**src/rtl/sd_card_dat.sv**
```systemverilog
// sd_card_dat: card-side responder for the 4-bit SD DAT bus.
// Write blocks from the host are received and their per-line CRC16 checked.
// The CRC status token is then returned, followed by a busy hold on DAT0.
// Read blocks are sent with a start nibble, an incrementing byte pattern,
// the per-line CRC16 and an end nibble.
// All outputs are registered alongside the state, so they take their new
// value on the same edge that enters a state.
module sd_card_dat #(
  parameter int BLOCK_SZ_WIDTH  = 12,
  parameter int BLOCK_CNT_WIDTH = 16,
  parameter int BUSY_CYCLES     = 8
) (
  input  logic                       sd_clk,
  input  logic                       rst,
  input  logic [BLOCK_SZ_WIDTH-1:0]  block_sz,
  input  logic [BLOCK_CNT_WIDTH-1:0] block_cnt,
  input  logic                       wr_start,
  input  logic                       rd_start,
  input  logic [3:0]                 DAT_din,
  output logic [3:0]                 DAT_dout,
  output logic                       DAT_oe,
  output logic [7:0]                 rx_byte,
  output logic                       rx_byte_vld,
  output logic                       busy,
  output logic                       crc_err,
  output logic                       done
);

  localparam int NIB_W = BLOCK_SZ_WIDTH + 1;
  localparam int PH_W  = $clog2(BUSY_CYCLES + 16);

  localparam logic [NIB_W-1:0]           NIB_ZERO = {NIB_W{1'b0}};
  localparam logic [NIB_W-1:0]           NIB_ONE  = {{(NIB_W-1){1'b0}}, 1'b1};
  localparam logic [BLOCK_SZ_WIDTH-1:0]  SZ_ZERO  = {BLOCK_SZ_WIDTH{1'b0}};
  localparam logic [BLOCK_CNT_WIDTH-1:0] BLK_ZERO = {BLOCK_CNT_WIDTH{1'b0}};
  localparam logic [BLOCK_CNT_WIDTH-1:0] BLK_ONE  = {{(BLOCK_CNT_WIDTH-1){1'b0}}, 1'b1};
  localparam logic [PH_W-1:0]            PH_ZERO  = {PH_W{1'b0}};
  localparam logic [PH_W-1:0]            PH_ONE   = PH_W'(1);
  localparam logic [PH_W-1:0]            PH_STAT  = PH_W'(4);
  localparam logic [PH_W-1:0]            PH_CRC   = PH_W'(15);
  localparam logic [PH_W-1:0]            PH_BUSY  = PH_W'(BUSY_CYCLES - 1);

  typedef enum logic [3:0] {
    IDLE, W_START, W_DATA, W_CRC, W_END, W_GAP, W_STAT, W_BUSY,
    R_START, R_DATA, R_CRC, R_END, R_GAP
  } state_t;

  // One CRC16 step (x^16+x^12+x^5+1) for a single bit of one DAT line
  function automatic logic [15:0] crc16_bit(input logic [15:0] crc, input logic b);
    logic fb;
    fb = crc[15] ^ b;
    crc16_bit = {crc[14:0], 1'b0} ^ (fb ? 16'h1021 : 16'h0000);
  endfunction

  // DAT0 bit of the 5-cycle CRC status token, indexed from its first cycle
  function automatic logic stat_bit(input logic bad, input logic [2:0] idx);
    logic [4:0] pat;
    pat = bad ? 5'b01011 : 5'b00101;
    case (idx)
      3'd0:    stat_bit = pat[4];
      3'd1:    stat_bit = pat[3];
      3'd2:    stat_bit = pat[2];
      3'd3:    stat_bit = pat[1];
      3'd4:    stat_bit = pat[0];
      default: stat_bit = 1'b1;
    endcase
  endfunction

  state_t                     state_r;
  logic [BLOCK_SZ_WIDTH-1:0]  sz_r;
  logic [BLOCK_CNT_WIDTH-1:0] blk_r;
  logic [NIB_W-1:0]           nib_r;
  logic [PH_W-1:0]            ph_r;
  logic [7:0]                 byte_r;
  logic                       lo_r;
  logic [3:0]                 hi_r;
  logic                       blk_err_r;
  logic                       stat_bad_r;
  logic [15:0]                crc_r [4];

  logic [3:0]                 tx_nib_s;
  logic [3:0]                 crc_in_s;
  logic [15:0]                crc_upd_s [4];
  logic [15:0]                crc_shl_s [4];
  logic [3:0]                 crc_msb_s;
  logic                       crc_mis_s;
  logic                       end_bad_s;
  logic [BLOCK_CNT_WIDTH-1:0] cnt_load_s;
  logic [NIB_W-1:0]           nib_load_s;

  // CRC feed (outgoing nibble on reads, sampled lines on writes) and helper values
  always_comb begin
    tx_nib_s   = 4'b0000;
    crc_in_s   = 4'b0000;
    crc_msb_s  = 4'b0000;
    if (lo_r) begin
      tx_nib_s = byte_r[3:0];
    end else begin
      tx_nib_s = byte_r[7:4];
    end
    if ((state_r == R_START) || (state_r == R_DATA)) begin
      crc_in_s = tx_nib_s;
    end else begin
      crc_in_s = DAT_din;
    end
    for (int i = 0; i < 4; i++) begin
      crc_upd_s[i] = crc16_bit(crc_r[i], crc_in_s[i]);
      crc_shl_s[i] = {crc_r[i][14:0], 1'b0};
      crc_msb_s[i] = crc_r[i][15];
    end
    crc_mis_s  = (DAT_din != crc_msb_s);
    end_bad_s  = blk_err_r | (DAT_din != 4'b1111);
    if (block_cnt == BLK_ZERO) begin
      cnt_load_s = BLK_ONE;
    end else begin
      cnt_load_s = block_cnt;
    end
    nib_load_s = {sz_r, 1'b0} - NIB_ONE;
  end

  // Transfer FSM with all bus-facing outputs registered
  always_ff @(posedge sd_clk or posedge rst) begin
    if (rst) begin
      state_r     <= IDLE;
      sz_r        <= SZ_ZERO;
      blk_r       <= BLK_ZERO;
      nib_r       <= NIB_ZERO;
      ph_r        <= PH_ZERO;
      byte_r      <= 8'h00;
      lo_r        <= 1'b0;
      hi_r        <= 4'h0;
      blk_err_r   <= 1'b0;
      stat_bad_r  <= 1'b0;
      for (int i = 0; i < 4; i++) crc_r[i] <= 16'h0000;
      DAT_dout    <= 4'b1111;
      DAT_oe      <= 1'b0;
      rx_byte     <= 8'h00;
      rx_byte_vld <= 1'b0;
      busy        <= 1'b0;
      crc_err     <= 1'b0;
      done        <= 1'b0;
    end else begin
      done        <= 1'b0;
      rx_byte_vld <= 1'b0;
      case (state_r)
        IDLE: begin
          if (wr_start) begin
            crc_err <= 1'b0;
            if (block_sz == SZ_ZERO) begin
              done <= 1'b1;
            end else begin
              state_r <= W_START;
              busy    <= 1'b1;
              sz_r    <= block_sz;
              blk_r   <= cnt_load_s;
            end
          end else if (rd_start) begin
            crc_err <= 1'b0;
            byte_r  <= 8'h00;
            lo_r    <= 1'b0;
            if (block_sz == SZ_ZERO) begin
              done <= 1'b1;
            end else begin
              state_r  <= R_START;
              busy     <= 1'b1;
              sz_r     <= block_sz;
              blk_r    <= cnt_load_s;
              DAT_oe   <= 1'b1;
              DAT_dout <= 4'b0000;
              for (int i = 0; i < 4; i++) crc_r[i] <= 16'h0000;
            end
          end
        end
        W_START: begin
          if (DAT_din == 4'b0000) begin
            state_r   <= W_DATA;
            nib_r     <= nib_load_s;
            lo_r      <= 1'b0;
            blk_err_r <= 1'b0;
            for (int i = 0; i < 4; i++) crc_r[i] <= 16'h0000;
          end
        end
        W_DATA: begin
          crc_r <= crc_upd_s;
          lo_r  <= ~lo_r;
          if (lo_r) begin
            rx_byte     <= {hi_r, DAT_din};
            rx_byte_vld <= 1'b1;
          end else begin
            hi_r <= DAT_din;
          end
          if (nib_r != NIB_ZERO) begin
            nib_r <= nib_r - NIB_ONE;
          end else begin
            state_r <= W_CRC;
            ph_r    <= PH_CRC;
          end
        end
        W_CRC: begin
          crc_r <= crc_shl_s;
          if (crc_mis_s) blk_err_r <= 1'b1;
          if (ph_r != PH_ZERO) begin
            ph_r <= ph_r - PH_ONE;
          end else begin
            state_r <= W_END;
          end
        end
        W_END: begin
          stat_bad_r <= end_bad_s;
          if (end_bad_s) crc_err <= 1'b1;
          state_r <= W_GAP;
          ph_r    <= PH_ONE;
        end
        W_GAP: begin
          if (ph_r != PH_ZERO) begin
            ph_r <= ph_r - PH_ONE;
          end else begin
            state_r  <= W_STAT;
            ph_r     <= PH_STAT;
            DAT_oe   <= 1'b1;
            DAT_dout <= {3'b111, stat_bit(stat_bad_r, 3'd0)};
          end
        end
        W_STAT: begin
          if (ph_r != PH_ZERO) begin
            ph_r     <= ph_r - PH_ONE;
            DAT_dout <= {3'b111, stat_bit(stat_bad_r, 3'd5 - ph_r[2:0])};
          end else begin
            state_r  <= W_BUSY;
            ph_r     <= PH_BUSY;
            DAT_dout <= 4'b1110;
          end
        end
        W_BUSY: begin
          if (ph_r != PH_ZERO) begin
            ph_r <= ph_r - PH_ONE;
          end else begin
            DAT_oe   <= 1'b0;
            DAT_dout <= 4'b1111;
            if (blk_r == BLK_ONE) begin
              state_r <= IDLE;
              busy    <= 1'b0;
              done    <= 1'b1;
            end else begin
              state_r <= W_START;
              blk_r   <= blk_r - BLK_ONE;
            end
          end
        end
        R_START: begin
          state_r  <= R_DATA;
          nib_r    <= nib_load_s;
          DAT_dout <= tx_nib_s;
          crc_r    <= crc_upd_s;
          lo_r     <= ~lo_r;
          if (lo_r) byte_r <= byte_r + 8'h01;
        end
        R_DATA: begin
          if (nib_r != NIB_ZERO) begin
            nib_r    <= nib_r - NIB_ONE;
            DAT_dout <= tx_nib_s;
            crc_r    <= crc_upd_s;
            lo_r     <= ~lo_r;
            if (lo_r) byte_r <= byte_r + 8'h01;
          end else begin
            state_r  <= R_CRC;
            ph_r     <= PH_CRC;
            DAT_dout <= crc_msb_s;
            crc_r    <= crc_shl_s;
          end
        end
        R_CRC: begin
          if (ph_r != PH_ZERO) begin
            ph_r     <= ph_r - PH_ONE;
            DAT_dout <= crc_msb_s;
            crc_r    <= crc_shl_s;
          end else begin
            state_r  <= R_END;
            DAT_dout <= 4'b1111;
          end
        end
        R_END: begin
          state_r  <= R_GAP;
          ph_r     <= PH_ONE;
          DAT_oe   <= 1'b0;
          DAT_dout <= 4'b1111;
        end
        R_GAP: begin
          if (ph_r != PH_ZERO) begin
            ph_r <= ph_r - PH_ONE;
          end else if (blk_r == BLK_ONE) begin
            state_r <= IDLE;
            busy    <= 1'b0;
            done    <= 1'b1;
          end else begin
            state_r  <= R_START;
            blk_r    <= blk_r - BLK_ONE;
            DAT_oe   <= 1'b1;
            DAT_dout <= 4'b0000;
            for (int i = 0; i < 4; i++) crc_r[i] <= 16'h0000;
          end
        end
        default: begin
          state_r  <= IDLE;
          busy     <= 1'b0;
          DAT_oe   <= 1'b0;
          DAT_dout <= 4'b1111;
        end
      endcase
    end
  end

endmodule
```
**config.mk**
```make
export PLATFORM = sky130hd
export DESIGN_NAME = sd_card_dat
export DESIGN_NICKNAME = d
export VERILOG_FILES = /design/src/rtl/sd_card_dat.sv
export SDC_FILE = /design/constraint.sdc
export NUM_CORES = 1
export LEC_CHECK = 0
export BUFFER_PORTS_ARGS = -buffer_cell sky130_fd_sc_hd__buf_2
export CORE_MARGIN = 4
export CORE_UTILIZATION = 60
export DETAILED_ROUTE_END_ITERATION = 12
export PLACE_DENSITY = 0.82
export REMOVE_ABC_BUFFERS = 1
export SLEW_MARGIN = 25
export SYNTH_ARGS = -nofsm -noshare
export SYNTH_HDL_FRONTEND = slang
export SYNTH_SLANG_ARGS = --single-unit
```
**constraint.sdc**
```tcl
create_clock -name sd_clk -period 6.5 [get_ports sd_clk]
set_input_delay 1.95 -clock sd_clk [delete_from_list [all_inputs] [get_ports sd_clk]]
set_output_delay 1.95 -clock sd_clk [all_outputs]
set_load 0.03 [all_outputs]
```
======== Word-level counts from Yosys, hierarchy flattened ========
Index checks and enable logic that the tools add are counted.
cells by class
  add/subtract/negate cells ............... 6
  equal/unequal tests ..................... 43
  muxes and demuxes ....................... 99
  bitwise operators ....................... 13
  reductions and logical operators ........ 40
operators with widths
  operator                                             count
  two-way mux 64 bit                                   8
  one-hot mux 64 bit (7 select lines)                  1
  two-way mux 4 bit                                    26
  two-way mux 16 bit                                   6
  two-way mux 13 bit                                   6
  bitwise XOR 16 x 13 -> 16 bit                        4
  one-hot mux 4 bit (13 select lines)                  1
  one-hot mux 13 bit (3 select lines)                  1
  inequality test 2 bit (second input constant)        19
  two-way mux 12 bit                                   3
  one-hot mux 4 bit (9 select lines)                   1
  two-way mux 8 bit                                    4
  one-hot mux 16 bit (2 select lines)                  1
  two-way mux 1 bit                                    28
  subtractor 13 x 1 -> 13 bit (second input constant)  2
  one-hot mux 5 bit (5 select lines)                   1
  one-hot mux 8 bit (3 select lines)                   1
  AND reduction 8 bit                                  3
  == test 4 bit (second input constant)                5
  two-way mux 5 bit                                    4
  == test 16 x 1 -> 1 bit (second input constant)      1
  == test 4 x 3 -> 1 bit (second input constant)       4
  zero test 16 bit                                     1
  subtractor 16 x 1 -> 16 bit (second input constant)  1
  other kinds (38)                                     69
word-level totals
  register bits after elaboration ......... 146
  input port bits ......................... 36
  logic and storage cells ................. 222

======== Longest topological paths before layout ========
Gate-level depths: netlist of the first run.
  depth in word-level cells ............... 8
  mapped depth ............................ 10
  depth with buffers taken out ............ 8

======== Worst setup path after synthesis of the first run ========
No wires, ideal clock.
  path type ............................... in2reg
  start point ............................. input port block_sz[6]
  end point ............................... register sz_r[0]
  library setup time ...................... 0.125 ns
  arrival ................................. 3.550 ns
  data required time ...................... 6.375 ns
  setup slack ............................. 2.825 ns
  stages on the path ...................... 6
  buffers on the path ..................... 2
  path through ............................ or4_1 nor3_1 nand2b_1 buf_4 buf_2 mux2_2
between the ends
  word-level cells in the longest chain between the ends .. 4
RTL lines
  what                    RTL line  text
  start: declaration      15        input logic [BLOCK_SZ_WIDTH-1:0] block_sz,
  zero test 12 bit (*)    149, 161
  two-way mux 12 bit (*)  -
  two-way mux 12 bit      -
  two-way mux 12 bit (*)  -
  end signal: assignment  154       sz_r <= block_sz;
  end signal: assignment  166       sz_r <= block_sz;
  end: declaration        70        logic [BLOCK_SZ_WIDTH-1:0] sz_r;
Mark *: on every way between the ends. The rest lies on a longest branch, timed or not. The select of a mux whose other input is x is not followed.
A chain may end at the register's enable or synchronous reset.

======== Worst setup path in the final report of the first run ========
  start point ............................. input port block_sz[6]
  end point ............................... register blk_r[13]
between the ends
  word-level cells in the longest chain between the ends .. 5
RTL lines
  what                                     RTL line  text
  zero test 12 bit (*)                     149, 161
  two-way mux 16 bit (*)                   -
  two-way mux 16 bit                       -
  two-way mux 16 bit (*)                   -
  one-hot mux 16 bit (2 select lines) (*)  -
  end signal: assignment                   155       blk_r <= cnt_load_s;
  end signal: assignment                   167       blk_r <= cnt_load_s;
  end signal: assignment                   246       blk_r <= blk_r - BLK_ONE;
  end: declaration                         71        logic [BLOCK_CNT_WIDTH-1:0] blk_r;
Marked as above.

==> results.yml, run 1 <==
status:
  status: "finished, final reports clean"
cts:
  numClockSinks: 146
  clkTransAtPathRegs_ps: 70
  root_buffer: "clkbuf_16"
  cts_hold_buf: 0
  clock_latency_ps: 430
  cts_made_buffers: 17
  htreeDepth: 4
  tritoncts: "done"
  cts.path.max_buffers: 2
  cts_setup_buffers: 0
  cts.repair.resized: 0
final_layout:
  instances_no_fill: 996
  antenna_cells: 0
  drive_above_1_share: 0.1808
  nets: 858
  area_delta_synth_final_pct: 11.95
die:
  die_y_um: 121.7
  core_area_mm2: 0.01262
  io_pins: 53
  die_width_um: 121.7
  start_util: 0.6147
  dieArea_mm2: 0.01481
  rows: 41
timing:
  setup_viol: 0
  max_freq_ghz: 0.2335
  rsz0062_at_grt: "no"
  worst_pin_slew_ps: 927.9
  relSlewSlack: 0.3799
  finalCritPeriodShare: 0.6590
  final.setup_skew_ps: 11.12
  slew_violations: 0
  fin_tns_setup_ps: 0
  min_period_ps: 4284
  finalHoldViolCount: 0
worst_setup_path:
  cp_cell_sequence: "buf_2, or4_1, nor3_1, nand2b_1, o21a_1, o21ai_0, o21ai_1"
  cp-end-kind: "flop"
  cp.required_ps: 6850
  worstSetupPathType: "input pin to flop"
  crit_path_start_kind: "input pin"
  max_stage_delay_ps: 690
  crit_family: "simple AND/OR/NAND/NOR gates"
  cp_num_buf_inv: 1
  slowest_stage: "o21a_1"
  crit_fanout: 23
  arrival_ps: 4630
placed_design:
  dp.cells: 964
  io_buffers: 52
  dpl.hpwl_mm: 12.57
  gp_congestion: 0.9243
logic_synthesis:
  yosys.area.top_type: "dfrtp_1"
  yosys-top-cells-count: "dfrtp_1, nor2_1, a22o_1"
  yosysMostFrequentCell: "dfrtp_1"
  syn_area_mm2: 0.007757
  synthTopCellsByArea: "dfrtp_1, a22o_1, mux2_2"
  synth_edf_count: 0
  postSynth.asyncResetShare: 1.000
  synthCells: 783
  synth_cell_types: 75
  postSynthAreaPerCell_um2: 9.907
  synth_top_flop_cell: "dfrtp_1"
  ys_seq_area_frac: 0.4716
  yosysTopAreaCellShare: 0.4581
  ys_seq_elements: 146
  ys_warn_count: 0
global_routing:
  grt_max_degree: 98
  antenna_found_initial: 0
  grt_pass1_vias: 6157
  grt_usage: 0.2544
  grt_pass1_wl_mm: 30.22
  grt.overflow.total: 0
route:
  drtIter0Drc: 603
  ant_nets: 0
  drc: 0
  first_pass_iters: 6
  drt_wl_total_mm: 18.18
  post_drt_wl_per_cell_um: 18.26
  vias: 6397
  viasPerCell: 6.423
power:
  swShare: 0.4149
  p_per_area_mw_per_mm2: 523.5
  fin_total_pwr_mw: 4.546
  p_leak_nw: 3.775
  ir_drop_v: 0.0002912
  p_int_mw: 2.660
  p_comb_frac: 0.418
  switchingPower_mw: 1.886
  power_frac_clock: 0.221
  seqPwrFrac: 0.361
hold_path:
  hold_path_class: "flop to flop"
flow_run:
  cap_viol_max_count: 0
[cells in the final DEF (no fill, tap or decap), drive strengths merged, types with 15 or more instances in the layout]
master  count
clkbuf     18
a21oi      47
nand3      15
a22o       59
o21ai      73
dfrtp     142
nor3       27
nor4       16
inv        33
nand2      40
nor2       67
mux2       30
buf        62
[metal layers]
layer,wire length (um),up-vias,global-route usage
li1,-,3021,-
met1,7986,3131,0.3428
met2,8764,213,0.4100
met3,1047,32,0.06035
met4,384,0,0.08263
met5,0,-,0
[cell families (layout without fill, tap and decap cells)]
group,after synthesis,count (layout),synth area share
flops,146,146,0.4716
fa+ha+maj,11,11,0.01774
xor+xnor,18,18,0.02032
simple gates,224,224,0.1492
mux,35,35,0.05000
buf+inv,78,119,0.04419
compound gates,271,271,0.2469
[power groups by stage]
stage          Sequential (mW)  Combinational (mW)  Clock, mW
6_report                  1.64                1.90       1.00
5_1_grt                   1.68                2.10       1.06
4_1_cts                   1.63                1.89       1.01
3_5_place_dp              1.64                1.88          0
3_3_place_gp              1.62                1.81          0
2_1_floorplan             1.68                1.29          0
[registers in the layout (all words and copies together), names as in the netlist, 4 cells and up]
| signal | cells |
|---|---|
| crc_r | 60 |
| blk_r | 16 |
| nib_r | 13 |
| sz_r | 12 |
| byte_r | 8 |
| rx_byte | 8 |
| ph_r | 5 |
| DAT_dout | 4 |
| crc_msb_s | 4 |
| hi_r | 4 |
| state_r | 4 |
[area by class of cell]
cell class / instances / area (um^2)
clock buffer: 18 / 439.2
clock inverter: 14 / 165.2
fill: 966 / 3935
inverter: 25 / 98.84
multi-input combinational: 559 / 3772
sequential: 146 / 3659
tap: 172 / 215.2
timing repair buffer: 62 / 335.3
[metrics by stage]
step,setup WS [ps],hold slack [ps],cell area [um^2],util
2_1_floorplan,633.6,446.7,7508,-
3_3_place_gp,1930,461.4,8077,0.6400
3_5_place_dp,1852,471.8,8080,0.6403
4_1_cts,2288,486.6,8685,0.6882
5_1_grt,2025,513.3,8685,0.6882
6_report,2216,479.6,8685,0.6882
[worst paths after layout]
check,from,endpoint,slack (ps),cells after the start
setup / recovery,block_sz[6],blk_r[13],2220,7
hold / removal,crc_r[16],crc_r[16],480,2
setup reg to reg,ph_r[0],crc_r[49],3020,7
hold reg to reg,crc_r[16],crc_r[16],480,2
max in group asynchronous,rst,nib_r[1],3650,3
min in group asynchronous,rst,crc_r[55],1690,2
[worst min-delay path: stages (launching register included)]
cell and delay [ps]:
dfrtp_1 340, nand2_1 50, nand2_1 60
Power figures use the tool's default switching activity.
==> inputs of run 2 (changes only) <==
clock period = 4 ns   (was 6.5 ns; I/O delays follow)
==> results.yml, run 2 (same netlist as run 1, synthesis figures left out) <==
status:
  status: "finished, final reports clean"
route:
  viasPerCell: 6.580
  drt_wl_total_mm: 18.89
  ant_nets: 0
  drc: 0
  post_drt_wl_per_cell_um: 18.79
  drtIter0Drc: 825
  vias: 6613
  first_pass_iters: 7
power:
  p_leak_nw: 3.825
  ir_drop_v: 0.0004625
  p_per_area_mw_per_mm2: 852.7
  fin_total_pwr_mw: 7.479
final_layout:
  nets: 867
  largest_reg_flops: 60
  antenna_cells: 0
  final_cell_mix: "dfrtp_1, nor2_1, a22o_1"
  drive_above_1_share: 0.1885
  fin_util: 0.6950
  largest-register: "crc_r"
  instances_no_fill: 1005
  final_common_cell: "dfrtp_1"
  reg_top3: "crc_r: 60 flops, blk_r: 16 flops, nib_r: 13 flops"
  area_delta_synth_final_pct: 13.06
placed_design:
  dpl.hpwl_mm: 12.81
  dp.cells: 973
  io_buffers: 52
  gp_congestion: 0.9331
  post-place-ws_ps: 550.2
cts:
  cts_setup_buffers: 0
  htreeDepth: 4
  numClockSinks: 146
  clock_latency_ps: 430
  cts.path.max_buffers: 2
  tritoncts: "done"
  root_buffer: "clkbuf_16"
  cts.repair.resized: 0
  cts_made_buffers: 17
  clkTransAtPathRegs_ps: 70
  cts_hold_buf: 0
timing:
  setup_viol: 0
  fin_ws_ps: 960.4
  hold_ws_ps: 480.8
  worst_pin_slew_ps: 775.8
  final.setup_skew_ps: 11.76
  slew_violations: 0
  rsz0062_at_grt: "no"
  finalCritPeriodShare: 0.7599
  max_freq_ghz: 0.3290
  relSlewSlack: 0.4828
  finalHoldViolCount: 0
  min_period_ps: 3040
worst_setup_path:
  cp.required_ps: 4330
  cp_cell_sequence: "buf_2, or4_1, nor3_1, nand2b_1, o21a_1, nor2_1, o22a_1"
  arrival_ps: 3370
  max_stage_delay_ps: 590
  cp-end-kind: "flop"
  crit_path_start_kind: "input pin"
  worstSetupPathType: "input pin to flop"
  crit_fanout: 21
  slowest_stage: "o21a_1"
global_routing:
  grt_max_degree: 89
  antenna_found_initial: 0
  grt_pass1_vias: 6364
  grt_usage: 0.2663
  grt.overflow.total: 0
  grt_pass1_wl_mm: 31.63
die:
  core_area_mm2: 0.01262
  dieArea_mm2: 0.01481
  io_pins: 53
  rows: 41
  start_util: 0.6147
  die_y_um: 121.7
  die_width_um: 121.7
flow_run:
  cap_viol_max_count: 0
hold_path:
  hold_path_class: "flop to flop"
run 2: changes by cell type in the layout (fill, tap and decap cells not counted), sizes merged:
cell      delta
clkinv       +2
clkinvlp     -1
buf          +9
clkbuf       -1
inv          +1
bufinv       -1
run 2: where the power goes:
part	switching, mW	total [mW]	internal, mW
Clock	0.731	1.63	0.900
Sequential	0.631	2.73	2.10
Combinational	1.81	3.12	1.32
run 2: per-layer routing:
metal	share of wire	vias up	global-route usage	routed length (um)
met2	0.49	253	0.4221	9217
met1	0.43	3290	0.3617	8173
met5	0	-	0	0
li1	-	3029	-	-
met3	0.055	41	0.05942	1032
met4	0.025	0	0.1001	464
run 2: critical path, delay by kind of cell:
kind | cells | cell delay (ps)
buffers and inverters | 1 | 110
and+or+nand+nor | 4 | 1270
AOI/OAI and AO/OA | 2 | 790
run 2: area by class of cell:
cell class,count,area [um^2]
clock buffer,17,425.4
clock inverter,15,188.9
fill,953,3849
inverter,25,98.84
multi-input combinational,559,3769
sequential,146,3659
tap,172,215.2
timing repair buffer,71,415.4
run 2: stage by stage:
stage | instance area (um^2) | TNS [ps]
global placement | 8157 | 0
floorplan | 7508 | -207150
CTS | 8771 | 0
finish | 8771 | 0
detailed placement | 8157 | 0
global route | 8771 | 0
run 2: worst paths after layout:
| kind | from | to | slack (ps) | cells past startpoint |
|---|---|---|---|---|
| worst max-delay path | block_sz[1] | blk_r[14] | 960 | 7 |
| worst min-delay path | crc_r[32] | crc_r[32] | 480 | 2 |
| worst max register to register | ph_r[0] | crc_r[5] | 980 | 8 |
| worst min register to register | crc_r[32] | crc_r[32] | 480 | 2 |
| max in group asynchronous | rst | DAT_dout[1] | 2250 | 3 |
| min in group asynchronous | rst | blk_r[11] | 930 | 2 |
==> inputs of run 3 (changes only) <==
CORE_UTILIZATION = 55   (was 60)
PLACE_DENSITY = 0.79   (was 0.82)
clock period = 2.6 ns   (was 4 ns; I/O delays follow)
==> results.yml, run 3 (same netlist as run 1, synthesis figures left out) <==
global_routing:
  antenna_found_initial: 0
  grt.overflow.total: 0
  grt_max_degree: 64
  grt_pass1_wl_mm: 33.75
  grt_usage: 0.2558
  grt_pass1_vias: 6895
timing:
  finalHoldViolCount: 0
  finalCritPeriodShare: 0.9719
  fin_ws_ps: 73.16
  slew_violations: 0
  max_freq_ghz: 0.3958
  worst_pin_slew_ps: 938.4
  min_period_ps: 2527
  relSlewSlack: 0.3733
  setup_viol: 0
  final.setup_skew_ps: 8.663
route:
  dr.max_layer_used: "met4"
  drc: 0
  vias: 6829
  first_pass_iters: 7
  post_drt_wl_per_cell_um: 19.23
  viasPerCell: 6.479
  ant_nets: 0
  wl_met2_mm: 9.837
  met3_length_mm: 1.291
  m1WireLength_mm: 8.575
  drt_wl_total_mm: 20.27
  drtIter0Drc: 741
cts:
  tritoncts: "done"
  htreeDepth: 4
  numClockSinks: 146
  cts_made_buffers: 17
  cts.path.max_buffers: 2
  root_buffer: "clkbuf_16"
  cts_hold_buf: 0
  clock_latency_ps: 430
  clkTransAtPathRegs_ps: 60
final_layout:
  fillers: 1057
  final_cell_mix: "dfrtp_1, nor2_1, a22o_1"
  fin_area_mm2: 0.009140
  drive_above_1_share: 0.2277
  largest_reg_flops: 60
  largest-register: "crc_r"
  antenna_cells: 0
  fin_util: 0.6610
  area_delta_synth_final_pct: 17.82
  reg_top3: "crc_r: 60 flops, blk_r: 16 flops, nib_r: 13 flops"
  final_common_cell: "dfrtp_1"
  instances_no_fill: 1054
  nets: 908
worst_setup_path:
  cp_num_buf_inv: 3
  reg2reg_from: "ph_r[0]"
  cp-end-kind: "flop"
  max_stage_delay_ps: 600
  arrival_ps: 2830
  crit_path_start_kind: "flop"
  crit_family: "simple AND/OR/NAND/NOR gates"
  crit_start: "ph_r[0]"
  timing.critical_path.mode_cell: "buf_4"
  crit_fanout: 17
  cp.required_ps: 2900
  worstSetupPathType: "flop to flop"
  cp_cell_sequence: "inv_1, ha_1, or4b_4, o211ai_1, buf_4, nand4_2, buf_4, a221o_1"
  slowest_stage: "or4b_4"
power:
  ir_drop_v: 0.0005828
  fin_total_pwr_mw: 11.85
  p_per_area_mw_per_mm2: 1297
  p_leak_nw: 4.013
die:
  dieArea_mm2: 0.01607
  die_width_um: 126.8
  rows: 43
  io_pins: 53
  die_y_um: 126.8
  core_area_mm2: 0.01383
  start_util: 0.5610
placed_design:
  dp.cells: 1017
  dpl.hpwl_mm: 13.89
  post-place-ws_ps: -122.2
  dpl_cell_area_mm2: 0.008499
  gp_congestion: 0.9950
  io_buffers: 52
flow_run:
  cap_viol_max_count: 0
status:
  status: "finished, final reports clean"
hold_path:
  hold_path_class: "input pin to async pin"
[run 3: cell types whose count changed in the layout (fill, tap and decap cells not counted), sizes merged]
cell,delta
buf,+40
clkbuf,+1
inv,-2
clkinvlp,+4
a211oi,+1
clkinv,-3
[run 3: per-stage QoR]
step / setup TNS, ps / hold slack, ps
3_3_place_gp: -258.8 / 460.3
6_report: 0 / 431.9
2_1_floorplan: -439690 / 446.7
5_1_grt: -9.000 / 480.4
4_1_cts: 0 / 456.8
3_5_place_dp: -546.9 / 474.3
[run 3: final timing paths]
path                                  end  slack [ps]  cells after the start
max in group asynchronous         sz_r[8]        1480                      3
worst min-delay path            crc_r[53]         430                      2
min in group sd_clk              crc_r[0]         490                      2
worst min register to register   crc_r[0]         490                      2
worst max register to register  crc_r[53]          70                      8
worst max-delay path            crc_r[53]          70                      8
[run 3: power breakdown]
part	switching [mW]	total (mW)	internal [mW]
registers	0.938	4.17	3.23
clock network	1.06	2.41	1.35
logic	2.97	5.28	2.31
[run 3: layout make-up]
| type | count | area [um^2] | share of cell area |
|---|---|---|---|
| clock buffer | 18 | 429.2 | 0.04695 |
| sequential | 146 | 3660 | 0.4004 |
| tap | 180 | 225.2 | 0.02464 |
| timing repair buffer | 111 | 778.2 | 0.08515 |
| multi-input combinational | 560 | 3804 | 0.4162 |
| inverter | 25 | 98.84 | 0.01081 |
| clock inverter | 14 | 145.1 | 0.01588 |
[run 3: layer usage]
| layer | up-vias | GRT usage |
|---|---|---|
| li1 | 3113 | - |
| met1 | 3331 | 0.3403 |
| met2 | 323 | 0.4103 |
| met3 | 62 | 0.05011 |
| met4 | 0 | 0.1104 |
| met5 | - | 0 |
[run 3: timing repair]
action | CTS | global route
resized for setup | 1 | 3
pin swaps | 1 | 2
setup endpoints to repair | 11 | 55
gates cloned | 1 | 0
endpoints found under the hold margin | 0 | 0
buffers inserted | 0 | 4
